<file path="config.mk">
export PLATFORM = sky130hd
export DESIGN_NAME = mem_backdoor_burst_ctrl
export DESIGN_NICKNAME = d
export VERILOG_FILES = /design/src/rtl/mem_backdoor_burst_ctrl.sv
export SDC_FILE = /design/constraint.sdc
export NUM_CORES = 1
export LEC_CHECK = 0
export BUFFER_PORTS_ARGS = -buffer_cell sky130_fd_sc_hd__buf_2
export CORE_MARGIN = 5
export CORE_UTILIZATION = 49
export DETAILED_ROUTE_END_ITERATION = 6
export PLACE_DENSITY = 0.92
export SLEW_MARGIN = 20
export SYNTH_ARGS = -nofsm -noshare
export SYNTH_HDL_FRONTEND = slang
export SYNTH_SLANG_ARGS = --single-unit
</file>
<file path="constraint.sdc">
create_clock -name wb_clk -period 2.49 [get_ports wb_clk]
set_input_delay 0.3735 -clock wb_clk [delete_from_list [all_inputs] [get_ports wb_clk]]
set_output_delay 0.3735 -clock wb_clk [all_outputs]
set_load 0.01 [all_outputs]
</file>
<file path="src/rtl/mem_backdoor_burst_ctrl.sv">
// ---------------------------------------------------------------------------
// mem_backdoor_burst_ctrl
//
// Backdoor burst engine for the Ethernet testbench memory model. A burst
// command (start address, beat count, direction) is taken over a valid/ready
// handshake. Write bursts stream data beats onto the memory backdoor port.
// Read bursts issue back-to-back reads and return the data on the rdata port.
//
// Optional feature macro: MEM_BCKDR_RD_EN
//   defined   : read path present (RD/DRAIN states, read-valid shift register,
//               rdata* outputs).
//   undefined : read path omitted; rdata*, mem_read tied 0; a read command
//               completes as a rejected command (done=err=1).
//
// Handshake rule (cmd_* and wdata_*): a transfer happens on a rising edge
// where both valid and ready are 1. Ready is a registered output and never
// depends combinationally on valid. rdata_valid has no backpressure.
//
// Ports
//   wb_clk, wb_rst_n             clock, asynchronous active-low reset
//   cmd_valid/cmd_ready          command handshake
//   cmd_write, cmd_addr, cmd_len direction (1=write), start word addr, beats
//   wdata_valid/wdata_ready      write beat handshake, wdata payload
//   rdata_valid, rdata           read beat, rdata_last on final beat
//   done, err                    one-cycle completion pulse, err = rejected
//   mem_addr, mem_write,         backdoor memory port
//   mem_read, mem_wdata, mem_rdata
//   dbg_state                    current FSM state (debug observation)
// ---------------------------------------------------------------------------
module mem_backdoor_burst_ctrl #(
  parameter int DW      = 32,
  parameter int AW      = 32,
  parameter int MAX_LEN = 16,
  parameter int RD_LAT  = 1,
  parameter int LW      = $clog2(MAX_LEN + 1)
) (
  input  logic          wb_clk,
  input  logic          wb_rst_n,
  input  logic          cmd_valid,
  output logic          cmd_ready,
  input  logic          cmd_write,
  input  logic [AW-1:0] cmd_addr,
  input  logic [LW-1:0] cmd_len,
  input  logic          wdata_valid,
  output logic          wdata_ready,
  input  logic [DW-1:0] wdata,
  output logic          rdata_valid,
  output logic [DW-1:0] rdata,
  output logic          rdata_last,
  output logic          done,
  output logic          err,
  output logic [AW-1:0] mem_addr,
  output logic          mem_write,
  output logic          mem_read,
  output logic [DW-1:0] mem_wdata,
  input  logic [DW-1:0] mem_rdata,
  output logic [2:0]    dbg_state
);

  typedef enum logic [2:0] {
    IDLE  = 3'd0,
    WR    = 3'd1,
    RD    = 3'd2,
    DRAIN = 3'd3,
    FIN   = 3'd4
  } state_t;

  localparam logic [LW-1:0] MAX_LEN_W = LW'(MAX_LEN);

  state_t        r_state;
  state_t        w_state_nxt;
  logic          r_cmd_ready;
  logic          r_wdata_ready;
  logic          r_done;
  logic          r_err;
  logic [AW-1:0] r_base;
  logic [LW-1:0] r_len;
  logic [LW-1:0] r_cnt;
  logic [AW-1:0] r_mem_addr;
  logic          r_mem_write;
  logic [DW-1:0] r_mem_wdata;

  logic          w_accept;
  logic          w_reject;
  logic          w_wbeat;
  logic          w_rbeat;
  logic [LW-1:0] w_len_m1;

  assign w_len_m1 = r_len - LW'(1);

`ifdef MEM_BCKDR_RD_EN
  logic              r_mem_read;
  logic [RD_LAT-1:0] r_vsr;
  logic [LW-1:0]     r_rcnt;
  logic              r_rdata_valid;
  logic              r_rdata_last;
  logic [DW-1:0]     r_rdata;
`endif

  // Next-state logic. Every registered output is derived from the next state
  // so that it is valid in the first cycle of that state.
  always_comb begin
    w_state_nxt = r_state;
    w_accept    = 1'b0;
    w_reject    = 1'b0;
    w_wbeat     = 1'b0;
    w_rbeat     = 1'b0;
    case (r_state)
      IDLE: begin
        if (cmd_valid && r_cmd_ready) begin
          w_accept = 1'b1;
          if ((cmd_len == '0) || (cmd_len > MAX_LEN_W)) begin
            w_reject = 1'b1;
          end
`ifndef MEM_BCKDR_RD_EN
          // No read path in this build: a read completes as a rejection.
          if (!cmd_write) begin
            w_reject = 1'b1;
          end
`endif
          if (w_reject) begin
            w_state_nxt = FIN;
          end else if (cmd_write) begin
            w_state_nxt = WR;
          end else begin
            w_state_nxt = RD;
          end
        end
      end
      WR: begin
        if (wdata_valid && r_wdata_ready) begin
          w_wbeat = 1'b1;
          if (r_cnt == w_len_m1) begin
            w_state_nxt = FIN;
          end
        end
      end
`ifdef MEM_BCKDR_RD_EN
      RD: begin
        // One read per cycle, no gaps.
        w_rbeat = 1'b1;
        if (r_cnt == w_len_m1) begin
          w_state_nxt = DRAIN;
        end
      end
      DRAIN: begin
        // Pipeline empty and final beat on the output this cycle.
        if ((r_vsr == '0) && r_rdata_last) begin
          w_state_nxt = FIN;
        end
      end
`endif
      FIN: begin
        w_state_nxt = IDLE;
      end
      default: begin
        w_state_nxt = IDLE;
      end
    endcase
  end

  always_ff @(posedge wb_clk or negedge wb_rst_n) begin
    if (!wb_rst_n) begin
      r_state       <= IDLE;
      r_cmd_ready   <= 1'b0;
      r_wdata_ready <= 1'b0;
      r_done        <= 1'b0;
      r_err         <= 1'b0;
      r_base        <= '0;
      r_len         <= '0;
      r_cnt         <= '0;
      r_mem_addr    <= '0;
      r_mem_write   <= 1'b0;
      r_mem_wdata   <= '0;
    end else begin
      r_state       <= w_state_nxt;
      r_cmd_ready   <= (w_state_nxt == IDLE);
      r_wdata_ready <= (w_state_nxt == WR);
      r_done        <= (w_state_nxt == FIN);
      r_err         <= w_accept && w_reject;
      r_mem_write   <= w_wbeat;
      if (w_accept) begin
        r_base <= cmd_addr;
        r_len  <= cmd_len;
        r_cnt  <= '0;
      end else if (w_wbeat || w_rbeat) begin
        r_cnt <= r_cnt + LW'(1);
      end
      // Address wraps modulo 2^AW through the natural adder width.
      if (w_wbeat || w_rbeat) begin
        r_mem_addr <= r_base + AW'(r_cnt);
      end
      if (w_wbeat) begin
        r_mem_wdata <= wdata;
      end
    end
  end

`ifdef MEM_BCKDR_RD_EN
  // Read return path: mem_read is delayed through an RD_LAT-deep valid shift
  // register whose top bit lines up with valid mem_rdata.
  always_ff @(posedge wb_clk or negedge wb_rst_n) begin
    if (!wb_rst_n) begin
      r_mem_read    <= 1'b0;
      r_vsr         <= '0;
      r_rcnt        <= '0;
      r_rdata_valid <= 1'b0;
      r_rdata_last  <= 1'b0;
      r_rdata       <= '0;
    end else begin
      r_mem_read <= w_rbeat;
      r_vsr[0]   <= r_mem_read;
      for (int k = 1; k < RD_LAT; k++) begin
        r_vsr[k] <= r_vsr[k-1];
      end
      r_rdata_valid <= r_vsr[RD_LAT-1];
      r_rdata_last  <= r_vsr[RD_LAT-1] && (r_rcnt == w_len_m1);
      if (r_vsr[RD_LAT-1]) begin
        r_rdata <= mem_rdata;
        r_rcnt  <= r_rcnt + LW'(1);
      end
      if (w_accept) begin
        r_rcnt <= '0;
      end
    end
  end

  assign mem_read    = r_mem_read;
  assign rdata_valid = r_rdata_valid;
  assign rdata       = r_rdata;
  assign rdata_last  = r_rdata_last;
`else
  logic w_unused_rd;
  assign w_unused_rd = ^{mem_rdata, (RD_LAT < 1)};

  assign mem_read    = 1'b0;
  assign rdata_valid = 1'b0;
  assign rdata       = '0;
  assign rdata_last  = 1'b0;
`endif

  assign cmd_ready   = r_cmd_ready;
  assign wdata_ready = r_wdata_ready;
  assign done        = r_done;
  assign err         = r_err;
  assign mem_addr    = r_mem_addr;
  assign mem_write   = r_mem_write;
  assign mem_wdata   = r_mem_wdata;
  assign dbg_state   = r_state;

endmodule
</file>
### Word level (Yosys, flattened, before mapping)

Index checks and enable logic that the tools add are counted.

| operators by class | value |
|---|---|
| bitwise logic cells | 0 |
| $lt $le $gt $ge | 1 |
| divide/modulo/power cells | 0 |
| shift-type cells | 0 |
| reductions and logical operators | 8 |
| muxes and demuxes | 18 |
| $mul | 0 |
| equal/unequal tests | 4 |
| add/sub/neg operators | 3 |

Operators with widths:

| operator | number |
|---|---|
| adder 32 x 5 -> 32 bit | 1 |
| two-way mux 3 bit | 4 |
| two-way mux 1 bit | 10 |
| two-way mux 5 bit | 2 |
| == test 3 x 1 -> 1 bit (second input constant) | 2 |
| zero test 3 bit | 2 |
| case mux 3 bit (2 select lines) | 1 |
| adder 5 x 1 -> 5 bit (second input constant) | 1 |
| == test 5 bit | 1 |
| greater-than comparator 5 bit (second input constant) | 1 |
| zero test 5 bit | 1 |
| subtractor 5 x 1 -> 5 bit (second input constant) | 1 |
| == test 3 bit (second input constant) | 1 |
| logical AND 1 bit | 3 |
| two-way mux 2 bit | 1 |
| nonzero test 2 bit | 1 |
| logical OR 1 bit | 1 |

| storage, ports and cells | value |
|---|---|
| memories | 0 |
| register bits | 114 |
| memory bits (read-only) | 0 |
| latch bits | 0 |
| memory bits (writable) | 0 |
| output and inout bits | 107 |

### Depth between registers and ports, before layout

Gate-level depths: netlist of run 1.

| depth | value |
|---|---|
| depth after elaboration | 10 |
| gate-level depth with buffers | 9 |
| mapped depth without buffers | 9 |

### Worst setup path before layout of run 1

OpenSTA, ideal clock, no wires.

| timing | value |
|---|---|
| kind | register to register |
| from | reg r_cnt[0] |
| to | reg r_mem_addr[22], in the netlist mem_addr[22] |
| stages on the path, launching flop included | 10 |
| setup slack | 0.333 ns |
| clock period less this slack | 2.157 ns |
| arrival | 2.075 ns |
| cell sequence | dfrtp_1 -> ha_1 -> inv_1 -> fa_1 -> nor2b_1 -> o2111ai_1 -> a21oi_1 -> nand4_1 -> xor2_1 -> o21ai_0 |

| on the way | value |
|---|---|
| longest elaborated chain between the ends | 1 |

Ends and longest elaborated chain:

| what | line | text |
|---|---|---|
| start: declaration | 78 | `logic [LW-1:0] r_cnt;` |
| start signal: assignment | 187 | `r_cnt <= r_cnt + LW'(1);` |
| adder 32 x 5 -> 32 bit | 191 | `r_mem_addr <= r_base + AW'(r_cnt);` |
| end signal: assignment | 191 |  |
| end: declaration | 79 | `logic [AW-1:0] r_mem_addr;` |

No other way between the ends.
A chain may end at the register's enable or synchronous reset.

### Worst setup path in the final report of run 1

| timing | value |
|---|---|
| from | reg r_cnt[0] |
| to | reg r_mem_addr[14], in the netlist mem_addr[14] |

Same word-level chain as after synthesis.

==> results.md, run 1 <==
- Final HPWL DP: 8470 um
- Core area: 10700 um2
- Vias in the first global route: 3935
- Clk Tree Root Cell: clkbuf_8
- Io pins: 213
- Clk sinks: 114
- Number of max-cap violations: 0
- Number of synthesized register bits: 114
- Htree depth: 4
- Final Hold Fails: 0
- FP Rows: 38
- Vias: 4051
- Hold buffers post-CTS: 1
- Share of cells above drive strength 1: 0.318
- Tot GR Track Use: 0.181
- Multi-input logic area: 2210 um2
- Max Root-Sink Buffers: 2
- GRT overflow: 0
- Number of setup buffers added after CTS: 0
- Initial antenna violation count: 0
- CP Capture Type: register
- Inserted Diodes: 0
- EDFF count, synth: 0
- Async S/R FF share, synth: 1.00
- Chip Width: 114 um
- First-pass GRT wire length: 18700 um
- CP required: 2.83 ns
- Initial cell density of the core: 0.494
- Pre-Repair DR Iteration Count: 4
- Status: finished, final reports clean
- Min cycle time layout: 2.29 ns
- Fill cell count: 893
- Layout Skew: 0.00683 ns
- Final WS setup: 0.199 ns
- Worst EP arrival: 2.63 ns
- Post-cts sizing count: 0
- Nets@finish: 796
- Tot Pwr: 0.00556 W
- Inserted Clock Buffers: 17
- Hold Path Class: in2reg
- WL/cell: 13.9 um
- PwrDens: 830 nW/um2
- Post-DRT Antenna Nets: 0
- Reg area: 2850 um2
- P_leak: 3.50 nW
- Highest clock rate: 436 MHz
- Dpl ws: 0.247 ns
- Area delta synth->final: 26.2%
- Clk pin slew, worst setup/hold paths: 0.06 ns
- Setup crit start kind: register
- DRC: 0
- Post-synthesis instance total: 528
- Final Wtd Congestion: 0.777
- Die ar.: 13000 um2
- Initial DRC Count: 211
- Slew Viols, Final: 0
- Slew @ Worst Pin: 0.900 ns
- Chip Height: 114 um
- Final Cycle Share: 0.920
- YS warnings: 0
- Slew HR: 0.400
- Count of cell types in the netlist: 42
- Synth Cell Area: 5310 um2
- CTS tree: done
- Synth Flop Type: dfrtp_1
- Wirelength, routed: 11600 um
- Setup-failing EPs final: 0
- TNS Setup: 0 ns
- Sequential area share after synthesis: 0.537
- VDD IR max: 0.394 mV
- Unrepaired setup endpoints after global routing: false
- Crit path max fanout: 6
- Syn avg cell area: 10.1 um2
- Port Buffers: 145
- Setup CP Type: reg2reg
- Min Hold Slack: 0.0569 ns
- Clk_lat worst skew: 0.50 ns
- Via density: 4.86
- Largest net degree at the start of global routing: 100
[power by group]
group,internal (W),total [W],leakage (nW),switching (W)
combinational,0.000410,0.000823,1.74,0.000414
clock,0.00156,0.00238,0.284,0.000814
sequential,0.00212,0.00236,1.48,0.000236
[sequential cells by signal (all words and copies together), names as in the netlist]
register and count:
mem_addr 32, mem_wdata 32, r_base 32, r_cnt 5, r_len 5, dbg_state 3
cmd_ready 1, done 1, err 1, mem_write 1, wdata_ready 1
[synthesized netlist by cell type, drive strengths merged, types with 4 or more instances]
| master | number | area, um2 |
|---|---|---|
| nor3 | 4 | 20.0 |
| ha | 7 | 87.6 |
| o21ai | 37 | 185 |
| inv | 11 | 41.3 |
| nor2 | 17 | 63.8 |
| xnor2 | 12 | 105 |
| nand2 | 151 | 567 |
| a21oi | 5 | 25.0 |
| and3 | 4 | 25.0 |
| mux2 | 32 | 360 |
| o2111ai | 4 | 35.0 |
| dfrtp | 114 | 2850 |
| clkbuf | 14 | 52.6 |
| nand4 | 7 | 58.8 |
| buf | 42 | 294 |
| nand3 | 12 | 60.1 |
| xor2 | 27 | 236 |
[metrics by stage]
stage | utilization | area [um2] | instances
2_1_floorplan | - | 5440 | 563
3_3_place_gp | 0.568 | 6100 | 802
3_5_place_dp | 0.568 | 6100 | 802
4_1_cts | 0.623 | 6700 | 834
5_1_grt | 0.623 | 6700 | 834
6_report | 0.623 | 6700 | 834
[metal layers]
| metal | track usage | wire length, um | vias up |
|---|---|---|---|
| li1 | - | - | 1986 |
| met2 | 0.293 | 5690 | 128 |
| met5 | 0 | 0 | - |
| met4 | 0.0752 | 259 | 0 |
| met1 | 0.228 | 4840 | 1912 |
| met3 | 0.0534 | 803 | 25 |
[layout make-up]
| type | instances | area share |
|---|---|---|
| well taps | 140 | 0.0262 |
| clock inverters | 10 | 0.0200 |
| inverters | 11 | 0.00616 |
| repair buffers | 156 | 0.125 |
| flip-flops and latches | 114 | 0.426 |
| multi-input cells | 382 | 0.330 |
| clock buffers | 21 | 0.0671 |
[cells by family after synthesis]
kind of cell,share of synthesized area
simple gates,0.170
flops,0.537
buf+inv,0.0731
compound gates,0.0665
xor+xnor,0.0643
mux,0.0679
fa+ha+maj,0.0203
other cells,0.000706
[worst max-delay path, stage by stage, from the launching register on]
cell and delay (ns):
dfrtp_1 0.36, ha_1 0.17, inv_1 0.05, fa_1 0.40, nor2b_1 0.24, o2111ai_1 0.19
a21oi_1 0.18, buf_4 0.17, nand4_1 0.12, xor2_1 0.15, o21ai_0 0.09
[layout by cell type (no fill, tap or decap), types with 2 or more instances in the layout]
cell and instances:
buf_2 144, clkinv_2 4, o21bai_1 2, buf_12 2, nor3_1 4, clkinvlp_4 2
nor2_1 16, and4_1 3, o22ai_1 2, nor2b_1 2, a21oi_1 5, o21a_1 2
nand3_1 12, clkbuf_8 3, bufinv_16 3, buf_4 9, clkbuf_16 16, mux2_2 32
o2111ai_1 4, o21ai_1 2, conb_1 36, xor2_1 27, ha_1 7, inv_1 11
o211ai_1 2, nand2_1 151, o21ai_0 35, nand4_1 6, clkbuf_1 2, dfrtp_1 114
and3_1 4, xnor2_1 12
[worst paths after layout]
| check | depth (start not counted) | start | slack [ns] | end |
|---|---|---|---|---|
| setup / recovery | 10 | r_cnt[0] | 0.20 | mem_addr[14] |
| max in group asynchronous | 3 | wb_rst_n | 1.31 | mem_wdata[16] |
| hold reg to reg | 2 | mem_wdata[23] | 0.47 | mem_wdata[23] |
| min in group asynchronous | 2 | wb_rst_n | 0.43 | r_base[12] |
| hold / removal | 3 | wdata[24] | 0.06 | mem_wdata[24] |
| setup reg to reg | 10 | r_cnt[0] | 0.20 | mem_addr[14] |
Power figures use the tool's default switching activity.
==> inputs of run 2 (changes only) <==
--- a/config.mk
+++ b/config.mk
@@ -9,7 +9,9 @@
 export CORE_MARGIN = 5
 export CORE_UTILIZATION = 49
 export DETAILED_ROUTE_END_ITERATION = 6
+export GPL_TIMING_DRIVEN = 0
 export PLACE_DENSITY = 0.92
+export SKIP_CTS_REPAIR_TIMING = 1
 export SLEW_MARGIN = 20
 export SYNTH_ARGS = -nofsm -noshare
 export SYNTH_HDL_FRONTEND = slang
==> results.md, run 2 (synthesis gave the netlist of run 1 again) <==
- Status: finished, final reports clean
- Inserted Diodes: 0
- Slew @ Worst Pin: 0.651 ns
- P_leak: 3.65 nW
- Inserted Clock Buffers: 17
- Final std cell area, no fill: 6900 um2
- Highest clock rate: 443 MHz
- Initial antenna violation count: 0
- Io pins: 213
- Pre-Repair DR Iteration Count: 4
- WL/cell: 14.4 um
- Vias: 4248
- FP Rows: 38
- Largest net degree at the start of global routing: 60
- CP Capture Type: register
- Setup-failing EPs final: 0
- DP Area: 6370 um2
- DRC: 0
- Setup CP Type: reg2reg
- Layout Skew: 0.0103 ns
- Max Root-Sink Buffers: 2
- Share of cells above drive strength 1: 0.341
- Clk Tree Root Cell: clkbuf_8
- Number of max-cap violations: 0
- Slew Viols, Final: 0
- Tot GR Track Use: 0.195
- CTS tree: done
- Clk_lat worst skew: 0.50 ns
- Min cycle time layout: 2.25 ns
- Setup crit start kind: register
- Multi-input logic area: 2210 um2
- Fill cell count: 908
- Via density: 4.82
- Chip Height: 114 um
- Commonest non-fill, non-tap cell in the layout: nand2_1
- Nets@finish: 844
- Final Wtd Congestion: 0.819
- Port Buffers: 145
- Final core utilization: 0.642
- Commonest non-fill, non-tap cells in the layout: nand2_1 (151), buf_2 (148), dfrtp_1 (113), buf_4 (36), conb_1 (36)
- Reg area: 2850 um2
- CP required: 2.85 ns
- Wirelength, routed: 12700 um
- Post-DRT Antenna Nets: 0
- Chip Width: 114 um
- Core area: 10700 um2
- Initial DRC Count: 234
- Slew HR: 0.566
- Final Cycle Share: 0.906
- Clk pin slew, worst setup/hold paths: 0.06 ns
- Vias in the first global route: 4094
- Die ar.: 13000 um2
- First-pass GRT wire length: 20200 um
- Clk sinks: 114
- Unrepaired setup endpoints after global routing: false
- Final Hold Fails: 0
- Initial cell density of the core: 0.494
- Tot Pwr: 0.00528 W
- Final HPWL DP: 9600 um
- VDD IR max: 0.436 mV
- Worst EP arrival: 2.61 ns
- GRT overflow: 0
- Crit path max fanout: 7
- Hold Path Class: in2reg
- Non-Filler Instances: 882
- Htree depth: 4
- Placed cell count: 849
- PwrDens: 765 nW/um2
- Area delta synth->final: 30.0%
[run 2: changes by cell type in the layout (fill, tap and decap cells not counted), sizes merged]
cell and change:
buf +34, clkbuf +14, bufinv -3, clkinvlp +2
clkinv +1
[run 2: worst max-delay path, stage by stage, from the launching register on]
cell and delay (ns):
dfrtp_1 0.42, ha_1 0.39, a21o_1 0.21, a31o_2 0.28
o21ai_0 0.41, nand2b_1 0.19, xor2_1 0.14, o21ai_0 0.08
[run 2: routing by layer]
layer,GRT usage,vias to the layer above,wire length (um)
met5,0,-,0
met1,0.246,2020,5160
met4,0.0499,0,203
met2,0.327,138,6310
li1,-,2078,-
met3,0.0608,12,983
[run 2: power breakdown]
part | switching, W | internal (W) | total [W]
sequential | 0.000242 | 0.00212 | 0.00236
clock | 0.000812 | 0.00123 | 0.00204
combinational | 0.000432 | 0.000444 | 0.000876
[run 2: final timing paths]
check,from,end,slack [ns],depth (start not counted)
min in group asynchronous,wb_rst_n,r_base[12],0.41,2
max in group asynchronous,wb_rst_n,r_cnt[0],1.40,3
setup reg to reg,r_cnt[4],mem_addr[9],0.24,7
hold reg to reg,mem_wdata[10],mem_wdata[10],0.47,2
hold / removal,wdata[16],mem_wdata[16],0.06,3
setup / recovery,r_cnt[4],mem_addr[9],0.24,7
[run 2: area by class of cell]
type / instances / area share
inverters: 11 / 0.00598
flip-flops and latches: 114 / 0.413
multi-input cells: 382 / 0.320
well taps: 140 / 0.0254
repair buffers: 148 / 0.113
plain buffers: 56 / 0.0502
clock inverters: 10 / 0.00924
clock buffers: 21 / 0.0636
[run 2: through the flow]
stage	TNS, ns	setup WS, ns	hold slack [ns]
final	0	0.235	0.0593
after CTS	-0.194	-0.0626	-0.153
after global routing	0	0.0449	0.0545
after floorplan	0	0.333	0.0779
after global placement	-27.53	-0.246	0.453
after detailed placement	-0.124	-0.0449	0.377
